[config.mk]
export PLATFORM = sky130hd
export DESIGN_NAME = weight_feed_ctrl_flat
export DESIGN_NICKNAME = d
export VERILOG_FILES = /design/src/rtl/weight_feed_if.sv /design/src/rtl/weight_feed_ctrl.sv /design/src/flat_wrapper.sv
export SDC_FILE = /design/constraint.sdc
export NUM_CORES = 1
export LEC_CHECK = 0
export CAP_MARGIN = 20
export CORE_UTILIZATION = 35
export CTS_BUF_LIST = sky130_fd_sc_hd__clkbuf_8
export CTS_CLUSTER_SIZE = 8
export DETAILED_ROUTE_END_ITERATION = 8
export PLACE_DENSITY_LB_ADDON = 0.15
export SLEW_MARGIN = 25
export SYNTH_ARGS = -nofsm -noshare
export SYNTH_HDL_FRONTEND = slang
export SYNTH_SLANG_ARGS = --single-unit
[constraint.sdc]
create_clock -name clk -period 1.9 [get_ports clk]
set_input_delay 0.38 -clock clk [delete_from_list [all_inputs] [get_ports clk]]
set_output_delay 0.38 -clock clk [all_outputs]
set_load 0.02 [all_outputs]
[src/rtl/weight_feed_if.sv]
// weight_feed_if: bundles the sequencer controls, the synchronous weight
// memory read port and the weight delivery port of weight_feed_ctrl.
//
// Handshake semantics: there is no backpressure anywhere. start_weights and
// start_layering are single-cycle kicks qualified by mode. mem_rdata is
// expected the cycle after a mem_rd_en cycle. w_valid marks a word that the
// array must take in that same cycle. w_latch, load_done and err are
// single-cycle pulses. weights_ready and busy are levels.
//
// Modports:
//   slave  - the controller side (weight_feed_ctrl)
//   master - the sequencer/memory/array side (environment)
interface weight_feed_if #(
  parameter int ADDR_W = 8,
  parameter int DATA_W = 8,
  parameter int ROW_W  = 2
);
  logic [2:0]        mode;
  logic              start_weights;
  logic              start_layering;
  logic [ADDR_W-1:0] base_addr;
  logic              mem_rd_en;
  logic [ADDR_W-1:0] mem_addr;
  logic [DATA_W-1:0] mem_rdata;
  logic              w_valid;
  logic [DATA_W-1:0] w_data;
  logic [ROW_W-1:0]  w_row;
  logic              w_latch;
  logic              load_done;
  logic              weights_ready;
  logic              busy;
  logic              err;

  modport slave (
    input  mode, start_weights, start_layering, base_addr, mem_rdata,
    output mem_rd_en, mem_addr, w_valid, w_data, w_row, w_latch,
           load_done, weights_ready, busy, err
  );

  modport master (
    output mode, start_weights, start_layering, base_addr, mem_rdata,
    input  mem_rd_en, mem_addr, w_valid, w_data, w_row, w_latch,
           load_done, weights_ready, busy, err
  );
endinterface

[src/rtl/weight_feed_ctrl.sv]
// weight_feed_ctrl: fetches ROWS consecutive weight words from a synchronous
// memory starting at base_addr, forwards each to the array tagged with its
// row, then waits in READY until a layer kick commits them with w_latch.
//
// Ports:
//   clk, rst   - single rising-edge clock, asynchronous active-high reset
//   bus        - weight_feed_if.slave (controls, memory port, array port)
//   dbg_state  - current FSM state encoding, for observation only
//
// Every output is a flop. Word path: mem_rd_en cycle -> memory returns data
// next cycle -> data captured into w_data, visible two cycles after the read.
module weight_feed_ctrl #(
  parameter int ROWS   = 4,
  parameter int ROW_W  = 2,
  parameter int ADDR_W = 8,
  parameter int DATA_W = 8
) (
  input  logic             clk,
  input  logic             rst,
  weight_feed_if.slave     bus,
  output logic [2:0]       dbg_state
);

  typedef enum logic [2:0] {
    S_IDLE  = 3'd0,
    S_FETCH = 3'd1,
    S_DRAIN = 3'd2,
    S_READY = 3'd3,
    S_LATCH = 3'd4
  } state_t;

  localparam logic [ROW_W-1:0] LAST_ROW = ROW_W'(ROWS - 1);

  state_t            state_q, state_d;
  logic              pending_q, pending_d;
  logic [ROW_W-1:0]  row_q, row_d;
  logic [ADDR_W-1:0] addr_q, addr_d;
  logic              rd_en_q, rd_en_d;
  logic [ADDR_W-1:0] mem_addr_q, mem_addr_d;
  logic              rd_d1_q, rd_d1_d;
  logic [ROW_W-1:0]  row_d1_q, row_d1_d;
  logic              w_valid_q, w_valid_d;
  logic [DATA_W-1:0] w_data_q, w_data_d;
  logic [ROW_W-1:0]  w_row_q, w_row_d;
  logic              w_latch_q, w_latch_d;
  logic              load_done_q, load_done_d;
  logic              ready_q, ready_d;
  logic              busy_q, busy_d;
  logic              err_q, err_d;

  logic sw, sl;

  always_comb begin
    sw = bus.start_weights && (bus.mode == 3'd1);
    // A layer kick arriving together with a load kick in READY rides along
    // with the load (mode is LOAD then), so it counts as a layer request.
    sl = bus.start_layering &&
         ((bus.mode == 3'd2) ||
          ((state_q == S_READY) && bus.start_weights && (bus.mode == 3'd1)));

    state_d     = state_q;
    pending_d   = pending_q;
    row_d       = row_q;
    addr_d      = addr_q;
    rd_en_d     = 1'b0;
    err_d       = 1'b0;
    load_done_d = 1'b0;

    case (state_q)
      S_IDLE: begin
        err_d = sl;
        if (sw) begin
          state_d = S_FETCH;
          row_d   = '0;
          addr_d  = bus.base_addr;
          rd_en_d = 1'b1;
        end
      end
      S_FETCH: begin
        err_d = sw || (sl && pending_q);
        if (sl) pending_d = 1'b1;
        if (row_q == LAST_ROW) begin
          state_d = S_DRAIN;
        end else begin
          row_d   = row_q + ROW_W'(1);
          addr_d  = addr_q + ADDR_W'(1);
          rd_en_d = 1'b1;
        end
      end
      S_DRAIN: begin
        err_d = sw || (sl && pending_q);
        if (sl) pending_d = 1'b1;
        // Leave once the final row is on w_valid this cycle.
        if (w_valid_q && (w_row_q == LAST_ROW)) begin
          state_d     = S_READY;
          load_done_d = 1'b1;
        end
      end
      S_READY: begin
        err_d = sl && pending_q;
        if (sw) begin
          state_d = S_FETCH;
          row_d   = '0;
          addr_d  = bus.base_addr;
          rd_en_d = 1'b1;
          if (sl) pending_d = 1'b1;
        end else if (sl || pending_q) begin
          state_d   = S_LATCH;
          pending_d = 1'b0;
        end
      end
      S_LATCH: begin
        err_d   = sw || sl;
        state_d = S_IDLE;
      end
      default: state_d = S_IDLE;
    endcase

    mem_addr_d = rd_en_d ? addr_d : '0;

    // Two-stage word pipeline: stage 1 tracks the read issued last cycle,
    // stage 2 captures the memory data that read returned.
    rd_d1_d   = rd_en_q;
    row_d1_d  = rd_en_q ? row_q : '0;
    w_valid_d = rd_d1_q;
    w_data_d  = rd_d1_q ? bus.mem_rdata : '0;
    w_row_d   = rd_d1_q ? row_d1_q : '0;

    w_latch_d = (state_d == S_LATCH);
    ready_d   = (state_d == S_READY);
    busy_d    = (state_d == S_FETCH) || (state_d == S_DRAIN) ||
                (state_d == S_LATCH);
  end

  always_ff @(posedge clk or posedge rst) begin
    if (rst) begin
      state_q     <= S_IDLE;
      pending_q   <= 1'b0;
      row_q       <= '0;
      addr_q      <= '0;
      rd_en_q     <= 1'b0;
      mem_addr_q  <= '0;
      rd_d1_q     <= 1'b0;
      row_d1_q    <= '0;
      w_valid_q   <= 1'b0;
      w_data_q    <= '0;
      w_row_q     <= '0;
      w_latch_q   <= 1'b0;
      load_done_q <= 1'b0;
      ready_q     <= 1'b0;
      busy_q      <= 1'b0;
      err_q       <= 1'b0;
    end else begin
      state_q     <= state_d;
      pending_q   <= pending_d;
      row_q       <= row_d;
      addr_q      <= addr_d;
      rd_en_q     <= rd_en_d;
      mem_addr_q  <= mem_addr_d;
      rd_d1_q     <= rd_d1_d;
      row_d1_q    <= row_d1_d;
      w_valid_q   <= w_valid_d;
      w_data_q    <= w_data_d;
      w_row_q     <= w_row_d;
      w_latch_q   <= w_latch_d;
      load_done_q <= load_done_d;
      ready_q     <= ready_d;
      busy_q      <= busy_d;
      err_q       <= err_d;
    end
  end

  assign bus.mem_rd_en     = rd_en_q;
  assign bus.mem_addr      = mem_addr_q;
  assign bus.w_valid       = w_valid_q;
  assign bus.w_data        = w_data_q;
  assign bus.w_row         = w_row_q;
  assign bus.w_latch       = w_latch_q;
  assign bus.load_done     = load_done_q;
  assign bus.weights_ready = ready_q;
  assign bus.busy          = busy_q;
  assign bus.err           = err_q;
  assign dbg_state         = state_q;

endmodule

[src/flat_wrapper.sv]
// flat-port wrapper written by rule: the top's interface ports become plain ports
module weight_feed_ctrl_flat 
#(
  parameter int ROWS   = 4,
  parameter int ROW_W  = 2,
  parameter int ADDR_W = 8,
  parameter int DATA_W = 8
)
  (clk, rst, dbg_state, bus_mode, bus_start_weights, bus_start_layering, bus_base_addr, bus_mem_rdata, bus_mem_rd_en, bus_mem_addr, bus_w_valid, bus_w_data, bus_w_row, bus_w_latch, bus_load_done, bus_weights_ready, bus_busy, bus_err);
  weight_feed_if #(.ADDR_W(ADDR_W), .DATA_W(DATA_W), .ROW_W(ROW_W)) bus_i ();
  input  logic clk;
  input  logic rst;
  output logic [2:0] dbg_state;
  input wire logic [$bits(bus_i.mode)-1:0] bus_mode;
  input wire logic [$bits(bus_i.start_weights)-1:0] bus_start_weights;
  input wire logic [$bits(bus_i.start_layering)-1:0] bus_start_layering;
  input wire logic [$bits(bus_i.base_addr)-1:0] bus_base_addr;
  input wire logic [$bits(bus_i.mem_rdata)-1:0] bus_mem_rdata;
  output wire logic [$bits(bus_i.mem_rd_en)-1:0] bus_mem_rd_en;
  output wire logic [$bits(bus_i.mem_addr)-1:0] bus_mem_addr;
  output wire logic [$bits(bus_i.w_valid)-1:0] bus_w_valid;
  output wire logic [$bits(bus_i.w_data)-1:0] bus_w_data;
  output wire logic [$bits(bus_i.w_row)-1:0] bus_w_row;
  output wire logic [$bits(bus_i.w_latch)-1:0] bus_w_latch;
  output wire logic [$bits(bus_i.load_done)-1:0] bus_load_done;
  output wire logic [$bits(bus_i.weights_ready)-1:0] bus_weights_ready;
  output wire logic [$bits(bus_i.busy)-1:0] bus_busy;
  output wire logic [$bits(bus_i.err)-1:0] bus_err;
  assign bus_i.mode = bus_mode;
  assign bus_i.start_weights = bus_start_weights;
  assign bus_i.start_layering = bus_start_layering;
  assign bus_i.base_addr = bus_base_addr;
  assign bus_i.mem_rdata = bus_mem_rdata;
  assign bus_mem_rd_en = bus_i.mem_rd_en;
  assign bus_mem_addr = bus_i.mem_addr;
  assign bus_w_valid = bus_i.w_valid;
  assign bus_w_data = bus_i.w_data;
  assign bus_w_row = bus_i.w_row;
  assign bus_w_latch = bus_i.w_latch;
  assign bus_load_done = bus_i.load_done;
  assign bus_weights_ready = bus_i.weights_ready;
  assign bus_busy = bus_i.busy;
  assign bus_err = bus_i.err;
  weight_feed_ctrl #(.ROWS(ROWS), .ROW_W(ROW_W), .ADDR_W(ADDR_W), .DATA_W(DATA_W)) u_core (.clk(clk), .rst(rst), .bus(bus_i), .dbg_state(dbg_state));
endmodule
==> flow_summary.json <==
{
  "status": "finished, final reports clean",
  "dieHeight_um": 75.3,
  "rows": 26,
  "reg2reg_slack_ns": 0.19,
  "r2r_end": "u_core.addr_q[7]",
  "r2r-start": "u_core.row_q[0]",
  "slowest_stage": "clkdlybuf4s50_1",
  "synthCells": 174,
  "fillCellCount": 512,
  "yosys_warnings": 0,
  "core_um2": 5140,
  "firstDrtPassIters": 4,
  "tns_ns": 0,
  "ys_seq_area_frac": 0.559,
  "insertion_delay_ns": 0.30,
  "hold_viol_final": 0,
  "synth-edff-count": 0,
  "synthToLayoutAreaGrowth_pct": 40.6,
  "htreeDepth": 2,
  "slowest_delay_ns": 0.65,
  "grt_pass1_vias": 1539,
  "relSlewSlack": 0.808,
  "synth-seq-cells": 42,
  "nets": 264,
  "min_path_type": "input pin to async pin",
  "layout_commonest_cell": "clkdlybuf4s50_1",
  "path_clk_slew_ns": 0.08,
  "layout_common_cells": "50 x clkdlybuf4s50_1, 39 x dfrtp_1, 17 x nand2_1, 13 x and2_1, 13 x buf_4",
  "slew_viol_final": 0,
  "synthArstFlopShare": 1.00,
  "synth.avg_cell_area_um2": 10.8,
  "overflow": 0,
  "worst_slack_ns": 0.0932,
  "antenna_cells": 0,
  "powerDensity_nw_per_um2": 853,
  "pre_cts_ws_ns": -0.124,
  "drv_cap": 0,
  "crit_chain": "clkdlybuf4s50_1",
  "worst-path-buf-inv": 1,
  "grt_pass1_wl_mm": 6.97,
  "wl_per_cell_um": 13.3,
  "crit_path_start_kind": "flip-flop",
  "tightest_slew_ns": 0.285,
  "antenna_found_initial": 0,
  "synth_top_flop_cell": "dfrtp_1",
  "routed_wl_mm": 4.12,
  "portBuffers": 50,
  "rsz0062_at_grt": "no",
  "vias": 1506,
  "ant_nets": 0,
  "critPathCapture": "dbg_state[0]",
  "yosysTopAreaCell": "dfrtp_1",
  "peakVddDrop_mv": 0.397,
  "mappedNetlistArea_um2": 1880,
  "power_mw": 2.25,
  "post_cts_buffers": 0,
  "ys_types": 41,
  "placed_area_um2": 2550,
  "fin_crit_ns": 1.81,
  "grt_max_degree": 43,
  "drive_gt1_frac": 0.138,
  "die_x_um": 75.3,
  "crit_type": "flip-flop to output port",
  "synthTopCellsByArea": "dfrtp_1 56%, and2_1 4.3%, nand2_1 3.4%",
  "crit_family": "buffers and inverters",
  "finClkSkew_ns": 0.00590,
  "cp_data_required_time_ns": 1.52,
  "via_per_inst": 4.86,
  "initial_utilization": 0.366,
  "finalSetupViolations": 0,
  "clock_path_buffers": 2,
  "die_area_um2": 5670,
  "setup.worst_path.end_class": "output port",
  "routabilityCongestion": 0.747,
  "crit_arrival_ns": 1.43,
  "io_pins": 51,
  "finalCritPeriodShare": 0.951,
  "track_usage": 0.166,
  "cts_inserted_buffers": 5,
  "cts_tree": "yes",
  "yosysTopAreaCellShare": 0.559,
  "cts_root_buf": "clkbuf_8",
  "drt_iter0_markers": 54,
  "dp_hpwl_mm": 2.92,
  "leakagePower_nw": 1.16,
  "syn_nets": 199,
  "drcViolationCount": 0,
  "ff2ff_path_depth": 5,
  "fin_area_um2": 2640,
  "critPathMaxFanout": 12,
  "critPathLaunch": "u_core.dbg_state[0]",
  "path_depth": 1,
  "holdWs_ns": 0.399,
  "fmax_mhz": 553,
  "cts_num_sinks": 42
}
-- worst min-delay path, stage by stage --
cell and delay, ns:
clkdlybuf4s50_1 0.40, clkinv_1 0.07, buf_12 0.22
-- metrics by stage --
stage | cells | util
4_1_cts | 310 | 0.514
5_1_grt | 310 | 0.514
3_5_place_dp | 302 | 0.497
2_1_floorplan | 174 | -
3_3_place_gp | 302 | 0.497
6_report | 310 | 0.514
-- routing by layer --
metal,vias up,global-route usage,part of all wire
li1,747,-,-
met1,719,0.209,0.46
met2,35,0.265,0.47
met3,5,0.0556,0.055
met4,0,0.0679,0.013
met5,-,0,0
-- cell families (layout without fill, tap and decap cells) --
group           after synthesis  after routing  synth area share
mux                           3              3            0.0180
xor+xnor                      4              4            0.0186
buf+inv                      13             79            0.0313
flops                        42             42             0.559
compound gates               42             42             0.144
fa+ha+maj                     3              3            0.0186
simple gates                 67             67             0.210
-- state kept, by name, summed over array words and instances (netlist names) --
| register | count |
|---|---|
| u_core.row_d1_q | 2 |
| u_core.bus.weights_ready | 1 |
| u_core.row_q | 2 |
| u_core.bus.w_valid | 1 |
| u_core.bus.w_row | 2 |
| u_core.bus.err | 1 |
| u_core.pending_q | 1 |
| u_core.addr_q | 8 |
| u_core.bus.mem_rd_en | 1 |
| u_core.dbg_state | 3 |
| u_core.bus.w_latch | 1 |
| u_core.rd_d1_q | 1 |
| u_core.bus.w_data | 8 |
| u_core.bus.mem_addr | 8 |
| u_core.bus.load_done | 1 |
| u_core.bus.busy | 1 |
-- power breakdown --
group          internal [mW]  switching, mW  leakage [nW]
clock network          0.254          0.311        0.0493
logic                  0.287          0.240         0.558
registers               1.02          0.143         0.553
total                   1.56          0.694          1.16
-- layout make-up --
cell class	count	area (µm²)	share of cell area
clock inverters	3	17.5	0.00663
multi-input cells	119	771	0.292
repair buffers	64	618	0.234
clock buffers	5	68.8	0.0260
inverters	7	26.3	0.00994
well taps	70	87.6	0.0331
flip-flops and latches	42	1050	0.399
-- worst min-delay path by stage --
| stage | startpoint | endpoint | cells after the start |
|---|---|---|---|
| floorplan | u_core.row_d1_q[0] | u_core.bus.w_row[0] | 1 |
| global placement | u_core.bus.mem_rd_en | u_core.rd_d1_q | 0 |
| detailed placement | u_core.bus.mem_rd_en | u_core.rd_d1_q | 0 |
| CTS | rst | u_core.bus.mem_addr[5] | 3 |
| global route | rst | u_core.addr_q[7] | 3 |
| finish | rst | u_core.bus.mem_addr[5] | 3 |
-- cell usage after synthesis, types with 4 or more instances --
library cell / instances
and2_1: 13
buf_2: 5
nor3_1: 4
a21oi_1: 11
dfrtp_1: 42
inv_1: 7
nand3_1: 4
a31oi_1: 5
nand2_1: 17
nor2_1: 8
o21ai_0: 8
-- repair_timing --
action                     4_1_cts  5_1_grt
resized for setup                2        1
hold buffers                     0        0
setup endpoints to repair        2        1
(Power assumes the default switching activity.)
